<file path="src/rtl/mem_read_arbiter_if.sv">
// AXI-style read address and read data channel bundles
// shared by the caches, the arbiter and the memory model.
interface axi_read_address #(
  parameter int AW = 32
);
  logic          arvalid;
  logic          arready;
  logic [AW-1:0] araddr;
  logic [7:0]    arlen;
  logic [3:0]    arid;

  modport master (
    output arvalid, araddr, arlen, arid,
    input  arready
  );
  modport slave (
    input  arvalid, araddr, arlen, arid,
    output arready
  );
endinterface

interface axi_read_data #(
  parameter int DW = 32
);
  logic          rvalid;
  logic          rready;
  logic [DW-1:0] rdata;

  modport master (
    input  rvalid, rdata,
    output rready
  );
  modport slave (
    output rvalid, rdata,
    input  rready
  );
endinterface

</file>
<file path="src/rtl/mem_read_arbiter.sv">
// Two-requester read arbiter: d-cache (0) and i-cache (1) share one read port.
// Define MEM_ARB_ROUND_ROBIN_EN for round-robin ties; default d-cache wins.
module mem_read_arbiter #(
  parameter int MAX_BEATS = 16
) (
  input logic             clk,
  input logic             rst_n,
  axi_read_address.slave  dc_read_address,
  axi_read_data.slave     dc_read_data,
  axi_read_address.slave  ic_read_address,
  axi_read_data.slave     ic_read_data,
  axi_read_address.master mem_read_address,
  axi_read_data.master    mem_read_data
);

  localparam int CW = $clog2(MAX_BEATS + 1);

  typedef enum logic [1:0] {
    IDLE,
    ADDR,
    DATA
  } state_t;

  state_t        state;
  logic          grant;
  logic [CW-1:0] beats_left;

  logic       dc_req;
  logic       ic_req;
  logic       winner;
  logic [7:0] win_len;
  logic       len_ok;
  logic       in_addr;
  logic       in_data;
  logic       g_arvalid;
  logic       g_rready;
  logic       r_hs;
  logic       unused_id;

  assign dc_req = dc_read_address.arvalid;
  assign ic_req = ic_read_address.arvalid;

`ifdef MEM_ARB_ROUND_ROBIN_EN
  logic last_grant;

  assign winner = (dc_req & ic_req) ? ~last_grant : ic_req;

  always_ff @(posedge clk) begin
    if (!rst_n) begin
      last_grant <= 1'b1;
    end else if (state == IDLE && (dc_req | ic_req)) begin
      last_grant <= winner;
    end
  end
`else
  assign winner = ic_req & ~dc_req;
`endif

  assign win_len = winner ? ic_read_address.arlen
                          : dc_read_address.arlen;
  // Out-of-range lengths still handshake but carry no beats.
  assign len_ok = (win_len != 8'd0) &&
                  (int'(win_len) <= MAX_BEATS);

  assign in_addr = (state == ADDR);
  assign in_data = (state == DATA);

  assign g_arvalid = grant ? ic_read_address.arvalid
                           : dc_read_address.arvalid;
  assign g_rready  = grant ? ic_read_data.rready
                           : dc_read_data.rready;
  assign r_hs      = mem_read_data.rvalid & g_rready;

  assign mem_read_address.arvalid = in_addr & g_arvalid;
  assign mem_read_address.araddr  = grant ? ic_read_address.araddr
                                          : dc_read_address.araddr;
  assign mem_read_address.arlen   = grant ? ic_read_address.arlen
                                          : dc_read_address.arlen;
  assign mem_read_address.arid    = {3'b000, grant};

  assign dc_read_address.arready =
    in_addr & ~grant & mem_read_address.arready;
  assign ic_read_address.arready =
    in_addr & grant & mem_read_address.arready;

  assign dc_read_data.rvalid = in_data & ~grant & mem_read_data.rvalid;
  assign ic_read_data.rvalid = in_data & grant & mem_read_data.rvalid;
  assign dc_read_data.rdata  = mem_read_data.rdata;
  assign ic_read_data.rdata  = mem_read_data.rdata;
  assign mem_read_data.rready = in_data & g_rready;

  assign unused_id = ^{dc_read_address.arid, ic_read_address.arid};

  always_ff @(posedge clk) begin
    if (!rst_n) begin
      state      <= IDLE;
      grant      <= 1'b0;
      beats_left <= '0;
    end else begin
      unique case (state)
        IDLE: begin
          if (dc_req | ic_req) begin
            state      <= ADDR;
            grant      <= winner;
            beats_left <= len_ok ? CW'(win_len) : '0;
          end
        end
        ADDR: begin
          if (!g_arvalid) begin
            state <= IDLE;
          end else if (mem_read_address.arready) begin
            state <= (beats_left == '0) ? IDLE : DATA;
          end
        end
        DATA: begin
          if (r_hs) begin
            beats_left <= beats_left - CW'(1);
            if (beats_left == CW'(1)) begin
              state <= IDLE;
            end
          end
        end
        default: state <= IDLE;
      endcase
    end
  end

endmodule

</file>
<file path="src/flat_wrapper.sv">
// flat-port wrapper written by rule: the top's interface ports become plain ports
module mem_read_arbiter_flat 
#(
  parameter int MAX_BEATS = 16
)
  (clk, rst_n, dc_read_address_arvalid, dc_read_address_araddr, dc_read_address_arlen, dc_read_address_arid, dc_read_address_arready, dc_read_data_rvalid, dc_read_data_rdata, dc_read_data_rready, ic_read_address_arvalid, ic_read_address_araddr, ic_read_address_arlen, ic_read_address_arid, ic_read_address_arready, ic_read_data_rvalid, ic_read_data_rdata, ic_read_data_rready, mem_read_address_arvalid, mem_read_address_araddr, mem_read_address_arlen, mem_read_address_arid, mem_read_address_arready, mem_read_data_rvalid, mem_read_data_rdata, mem_read_data_rready);
  axi_read_address dc_read_address_i ();
  axi_read_data dc_read_data_i ();
  axi_read_address ic_read_address_i ();
  axi_read_data ic_read_data_i ();
  axi_read_address mem_read_address_i ();
  axi_read_data mem_read_data_i ();
  input logic clk;
  input logic rst_n;
  input wire logic [$bits(dc_read_address_i.arvalid)-1:0] dc_read_address_arvalid;
  input wire logic [$bits(dc_read_address_i.araddr)-1:0] dc_read_address_araddr;
  input wire logic [$bits(dc_read_address_i.arlen)-1:0] dc_read_address_arlen;
  input wire logic [$bits(dc_read_address_i.arid)-1:0] dc_read_address_arid;
  output wire logic [$bits(dc_read_address_i.arready)-1:0] dc_read_address_arready;
  output wire logic [$bits(dc_read_data_i.rvalid)-1:0] dc_read_data_rvalid;
  output wire logic [$bits(dc_read_data_i.rdata)-1:0] dc_read_data_rdata;
  input wire logic [$bits(dc_read_data_i.rready)-1:0] dc_read_data_rready;
  input wire logic [$bits(ic_read_address_i.arvalid)-1:0] ic_read_address_arvalid;
  input wire logic [$bits(ic_read_address_i.araddr)-1:0] ic_read_address_araddr;
  input wire logic [$bits(ic_read_address_i.arlen)-1:0] ic_read_address_arlen;
  input wire logic [$bits(ic_read_address_i.arid)-1:0] ic_read_address_arid;
  output wire logic [$bits(ic_read_address_i.arready)-1:0] ic_read_address_arready;
  output wire logic [$bits(ic_read_data_i.rvalid)-1:0] ic_read_data_rvalid;
  output wire logic [$bits(ic_read_data_i.rdata)-1:0] ic_read_data_rdata;
  input wire logic [$bits(ic_read_data_i.rready)-1:0] ic_read_data_rready;
  output wire logic [$bits(mem_read_address_i.arvalid)-1:0] mem_read_address_arvalid;
  output wire logic [$bits(mem_read_address_i.araddr)-1:0] mem_read_address_araddr;
  output wire logic [$bits(mem_read_address_i.arlen)-1:0] mem_read_address_arlen;
  output wire logic [$bits(mem_read_address_i.arid)-1:0] mem_read_address_arid;
  input wire logic [$bits(mem_read_address_i.arready)-1:0] mem_read_address_arready;
  input wire logic [$bits(mem_read_data_i.rvalid)-1:0] mem_read_data_rvalid;
  input wire logic [$bits(mem_read_data_i.rdata)-1:0] mem_read_data_rdata;
  output wire logic [$bits(mem_read_data_i.rready)-1:0] mem_read_data_rready;
  assign dc_read_address_i.arvalid = dc_read_address_arvalid;
  assign dc_read_address_i.araddr = dc_read_address_araddr;
  assign dc_read_address_i.arlen = dc_read_address_arlen;
  assign dc_read_address_i.arid = dc_read_address_arid;
  assign dc_read_address_arready = dc_read_address_i.arready;
  assign dc_read_data_rvalid = dc_read_data_i.rvalid;
  assign dc_read_data_rdata = dc_read_data_i.rdata;
  assign dc_read_data_i.rready = dc_read_data_rready;
  assign ic_read_address_i.arvalid = ic_read_address_arvalid;
  assign ic_read_address_i.araddr = ic_read_address_araddr;
  assign ic_read_address_i.arlen = ic_read_address_arlen;
  assign ic_read_address_i.arid = ic_read_address_arid;
  assign ic_read_address_arready = ic_read_address_i.arready;
  assign ic_read_data_rvalid = ic_read_data_i.rvalid;
  assign ic_read_data_rdata = ic_read_data_i.rdata;
  assign ic_read_data_i.rready = ic_read_data_rready;
  assign mem_read_address_arvalid = mem_read_address_i.arvalid;
  assign mem_read_address_araddr = mem_read_address_i.araddr;
  assign mem_read_address_arlen = mem_read_address_i.arlen;
  assign mem_read_address_arid = mem_read_address_i.arid;
  assign mem_read_address_i.arready = mem_read_address_arready;
  assign mem_read_data_i.rvalid = mem_read_data_rvalid;
  assign mem_read_data_i.rdata = mem_read_data_rdata;
  assign mem_read_data_rready = mem_read_data_i.rready;
  mem_read_arbiter #(.MAX_BEATS(MAX_BEATS)) u_core (.clk(clk), .rst_n(rst_n), .dc_read_address(dc_read_address_i), .dc_read_data(dc_read_data_i), .ic_read_address(ic_read_address_i), .ic_read_data(ic_read_data_i), .mem_read_address(mem_read_address_i), .mem_read_data(mem_read_data_i));
endmodule
</file>
<file path="config.mk">
export PLATFORM = sky130hd
export DESIGN_NAME = mem_read_arbiter_flat
export DESIGN_NICKNAME = d
export VERILOG_FILES = /design/src/rtl/mem_read_arbiter_if.sv /design/src/rtl/mem_read_arbiter.sv /design/src/flat_wrapper.sv
export SDC_FILE = /design/constraint.sdc
export NUM_CORES = 1
export LEC_CHECK = 0
export ABC_AREA = 1
export CORE_AREA = 2 2 94 96
export DETAILED_ROUTE_END_ITERATION = 8
export DIE_AREA = 0 0 96 98
export PLACE_DENSITY_LB_ADDON = 0.05
export SYNTH_ARGS = -nofsm -noshare
export SYNTH_HDL_FRONTEND = slang
export SYNTH_SLANG_ARGS = --single-unit
</file>
<file path="constraint.sdc">
create_clock -name clk -period 1.1 [get_ports clk]
set_input_delay 0.22 -clock clk [delete_from_list [all_inputs] [get_ports clk]]
set_output_delay 0.22 -clock clk [all_outputs]
set_load 0.05 [all_outputs]
</file>
# == Word level (Yosys, flattened, before mapping) ==
# Cells that the tools add are included.
# classes
add_sub_neg,1
mul,0
div,0
magnitude_cmp,1
n_eq_ne,7
shifts,0
mux,16
n_bitwise,15
n_reduce_logical,8
# op_table
operator,count
two-way mux 32 bit,1
two-way mux 8 bit,2
two-way mux 5 bit,3
bitwise AND 1 bit,12
two-way mux 2 bit,6
one-hot mux 5 bit (2 select lines),1
less-or-equal comparator 8 x 5 -> 1 bit (second input constant),1
nonzero test 8 bit,1
one-hot mux 2 bit (3 select lines),1
equality test 5 x 1 -> 1 bit (second input constant),1
zero test 5 bit,1
subtractor 5 x 1 -> 5 bit (second input constant),1
inequality test 2 bit (second input constant),2
AND reduction 4 bit,1
inequality test 3 bit (second input constant),1
AND reduction 3 bit,1
equality test 2 x 1 -> 1 bit (second input constant),1
equality test 2 bit (second input constant),1
zero test 2 bit,1
two-way mux 1 bit,2
inequality test 2 x 1 -> 1 bit (second input constant),1
inverter 1 bit,2
AND reduction 2 bit,1
nonzero test 2 bit,1
2 further kinds,2
# word_totals
reg_bits,8
latchBits,0
mem_bits_rw,0
rom_bits,0
inputBits,128
output_inout_bits,114
n_memories,0

# == Longest topological paths before layout ==
# logic_depth
depth_word,8
depth_mapped,9
mapped_depth_nobuf,9

# == Worst setup path after synthesis ==
# No wires, ideal clock.
# synth_path
kind,reg-to-output
from,register u_core.grant
to,output dc_read_address_arready
arrival_time_ns,1.764
t_required_ns,0.880
setup_slack_ns,-0.884
stages_incl_launch_ff,4
path_buffers,2
path_cell_list,dfxtp_1 buf_2 buf_2 nor3_1
# synth_via
elab_chain_len,3
# synth_lines
item,line_no,source
"start, declared",mem_read_arbiter.sv:25,logic grant;
"start signal, assigned",mem_read_arbiter.sv:104,grant <= winner;
inverter 1 bit,mem_read_arbiter.sv:82,in_addr & ~grant & mem_read_address.arready;
bitwise AND 1 bit (2 in a row),mem_read_arbiter.sv:82,
"end, declared",flat_wrapper.sv:19,output wire logic [$bits(dc_read_address_i.arready)-1:0] dc_read_address_arready;
# Every way passes these cells.

# == Worst setup path in the final report ==
# layout_path
from,register u_core.grant
to,output ic_read_address_arready
# layout_via
elab_chain_len,2
# layout_lines
item,line_no,source
bitwise AND 1 bit (2 in a row),mem_read_arbiter.sv:84,in_addr & grant & mem_read_address.arready;
"end, declared",flat_wrapper.sv:27,output wire logic [$bits(ic_read_address_i.arready)-1:0] ic_read_address_arready;
# Every way passes these cells.

==> results.sh <==
export IMPL_cts_root_buf="clkbuf_8"
export IMPL_cts_sinks=8
export IMPL_setup_viol_count_final=54
export IMPL_vias=2299
export IMPL_cts_tree="built"
export IMPL_dieArea_sq_um=9410
export IMPL_cts_hold_buffers=0
export IMPL_instances_no_fill=535
export IMPL_grtUsageMet3_pct=5.32
export IMPL_dp_cells=517
export IMPL_ant_nets=0
export IMPL_crit_fanout=8
export IMPL_power_leakage_uw=0.00191
export IMPL_dr_pass1_iters=4
export IMPL_grt_total_usage_pct=15.6
export IMPL_crit_required_ps=880
export IMPL_syn_cell_area_sq_um=1790
export IMPL_die_h_microns=98
export IMPL_yosysWarnings=0
export IMPL_avgSynthCellArea_sq_um=5.61
export IMPL_setup_slack_ps=-369
export IMPL_start_kind="flop"
export IMPL_fin_skew_ps=12.9
export IMPL_power_density_nw_per_um2=1550
export IMPL_final_common_cell="clkdlybuf4s50_1"
export IMPL_finalCritPeriodShare_pct=134
export IMPL_synth_cell_types=32
export IMPL_rows=34
export IMPL_antenna_found_initial=3
export IMPL_synth_adder_area_share_pct=2.10
export IMPL_post_place_ws_ps=-602
export IMPL_violations="setup timing"
export IMPL_drv_cap=0
export IMPL_numCtsBuffers=3
export IMPL_place_congestion=0.801
export IMPL_dpl_cell_area_sq_um=3990
export IMPL_endpoint_kind="output pin"
export IMPL_p_total_uw=6890
export IMPL_via_per_inst=4.30
export IMPL_coreArea_sq_um=8470
export IMPL_max_freq_ghz=0.681
export IMPL_hold_class="in -> reg"
export IMPL_grt_busiest_layer="met2"
export IMPL_synthSimpleGateAreaFrac_pct=43.0
export IMPL_yosysSeqAreaShare_pct=8.95
export IMPL_grt_pass1_vias=2404
export IMPL_fin_crit_ps=1470
export IMPL_synth_compound_area_share_pct=8.81
export IMPL_cts_clk_slew_worst_paths_ps=50
export IMPL_htree_levels=1
export IMPL_cp_data_arrival_time_ps=1250
export IMPL_layout_common_cells="82 x clkdlybuf4s50_1, 55 x nand2_2, 50 x buf_12, 39 x nand2_1, 38 x nand2_4"
export IMPL_clock_latency_ps=240
export IMPL_rsz0062_at_grt="true"
export IMPL_fillers=804
export IMPL_path_class="reg -> out"
export IMPL_status="finished, violations left"
export IMPL_vdd_ir_drop_max_mv=0.593
export IMPL_syn_inst=319
export IMPL_fin_area_sq_um=4440
export IMPL_drc=0
export IMPL_numPortBuffers=134
export IMPL_post_drt_wl_per_cell_microns=14.1
export IMPL_synthXorXnorAreaFrac_pct=0.979
export IMPL_grt_overflow=0
export IMPL_dp_hpwl_microns=6210
export IMPL_hold_viol=0
export IMPL_drive_gt1_share_pct=56.7
export IMPL_synth_mux_area_share_pct=0
export IMPL_area_growth_syn_to_layout_pct=148
export IMPL_drt_wl_total_microns=7540
export IMPL_synth_seq_cells=8
export IMPL_slew_violations=0
export IMPL_grt_util_met1_pct=16.8
export IMPL_drtIter0Drc=36
export IMPL_nets=557
export IMPL_grt_pass1_wl_microns=11800
export IMPL_grt_max_degree=19
export IMPL_dieWidth_microns=96
export IMPL_synth_top_family_by_area="simple AND/OR/NAND/NOR gates"
export IMPL_clk_path_buf_depth=2
export IMPL_start_util_pct=21.1
export IMPL_ios=242
export IMPL_met2_usage_pct=29.1
## final timing paths
kind	start	endpoint	slack, ps	cells after the start
max	u_core.grant$_SDFFE_PN0P_	ic_read_address_arready	-370	4
min	dc_read_address_arvalid	u_core.grant$_SDFFE_PN0P_	430	3
max reg2reg	u_core.grant$_SDFFE_PN0P_	u_core.beats_left[0]$_SDFFE_PN0P_	-310	7
min reg2reg	u_core.beats_left[3]$_SDFFE_PN0P_	u_core.beats_left[3]$_SDFFE_PN0P_	630	3
## power by group
group | switching, uW | leakage, uW | internal, uW
combinational | 3150 | 0.00182 | 2830
sequential | 118 | 0.0000680 | 401
clock | 135 | 0.0000228 | 253
## cell usage after synthesis
cell / instances / share of area, %
nand4_1: 5 / 1.7
inv_2: 3 / 0.63
nand2_1: 138 / 29
o21ai_0: 6 / 1.7
buf_6: 1 / 0.63
o21ai_2: 2 / 0.98
nor2_1: 8 / 1.7
conb_1: 1 / 0.21
o21bai_1: 1 / 0.42
ha_1: 3 / 2.1
nand2_2: 4 / 1.4
nand2_4: 1 / 0.63
o21a_1: 1 / 0.42
xor2_1: 1 / 0.49
nor2_2: 5 / 1.7
nor3_1: 6 / 1.7
nand3_4: 1 / 0.98
buf_1: 1 / 0.21
inv_4: 1 / 0.35
o21ai_1: 1 / 0.28
dfxtp_1: 8 / 9.0
a21oi_1: 14 / 3.9
clkbuf_1: 3 / 0.63
nor3_2: 1 / 0.56
buf_2: 5 / 1.4
inv_1: 17 / 3.6
a31oi_2: 1 / 0.70
xnor2_1: 1 / 0.49
nor2_8: 1 / 1.1
nand3_1: 9 / 2.5
buf_4: 68 / 29
a211oi_1: 1 / 0.42
## final cells by class
| cell class | count | area, sq um | area share [%] |
|---|---|---|---|
| clock buffer | 4 | 45.0 | 1.02 |
| sequential | 8 | 171 | 3.86 |
| tap | 108 | 135 | 3.05 |
| multi-input combinational | 215 | 1750 | 39.4 |
| inverter | 21 | 97.6 | 2.20 |
| antenna | 2 | 5.00 | 0.113 |
| timing repair buffer | 177 | 2240 | 50.4 |
## cell families after synthesis
family,count (synthesis)
xor+xnor,2
buf+inv,99
other cells,1
flops,8
fa+ha+maj,3
compound gates,27
simple gates,179
## what timing repair did
action	in CTS	in global routing
endpoints found under the setup margin	54	55
buffers inserted	8	1
resized for setup	54	38
gates cloned	2	1
pin swaps	8	8
## routing by layer
| metal | wire length [microns] | vias up |
|---|---|---|
| li1 | - | 1137 |
| met1 | 2710 | 1021 |
| met2 | 3850 | 117 |
| met3 | 842 | 22 |
| met4 | 119 | 2 |
| met5 | 12 | - |
## registers in the layout (all words and copies together), names as in the netlist
register,count
u_core.beats_left,5
u_core.state,2
u_core.grant,1
## worst max-delay path, stage by stage (launching register included)
cell and delay [ps]:
dfxtp_4 450, inv_8 80, buf_16 150, nor3_4 150
buf_12 160
## through the flow
step	TNS, ps	util (%)	hold slack [ps]
after floorplan	-1800	-	303
after global placement	-11850	47.2	440
after detailed placement	-12140	47.2	440
after CTS	-17210	50.5	434
after global routing	-20180	52.4	440
final	-17260	52.4	434
Note: power is estimated with default switching activity, not from simulation.
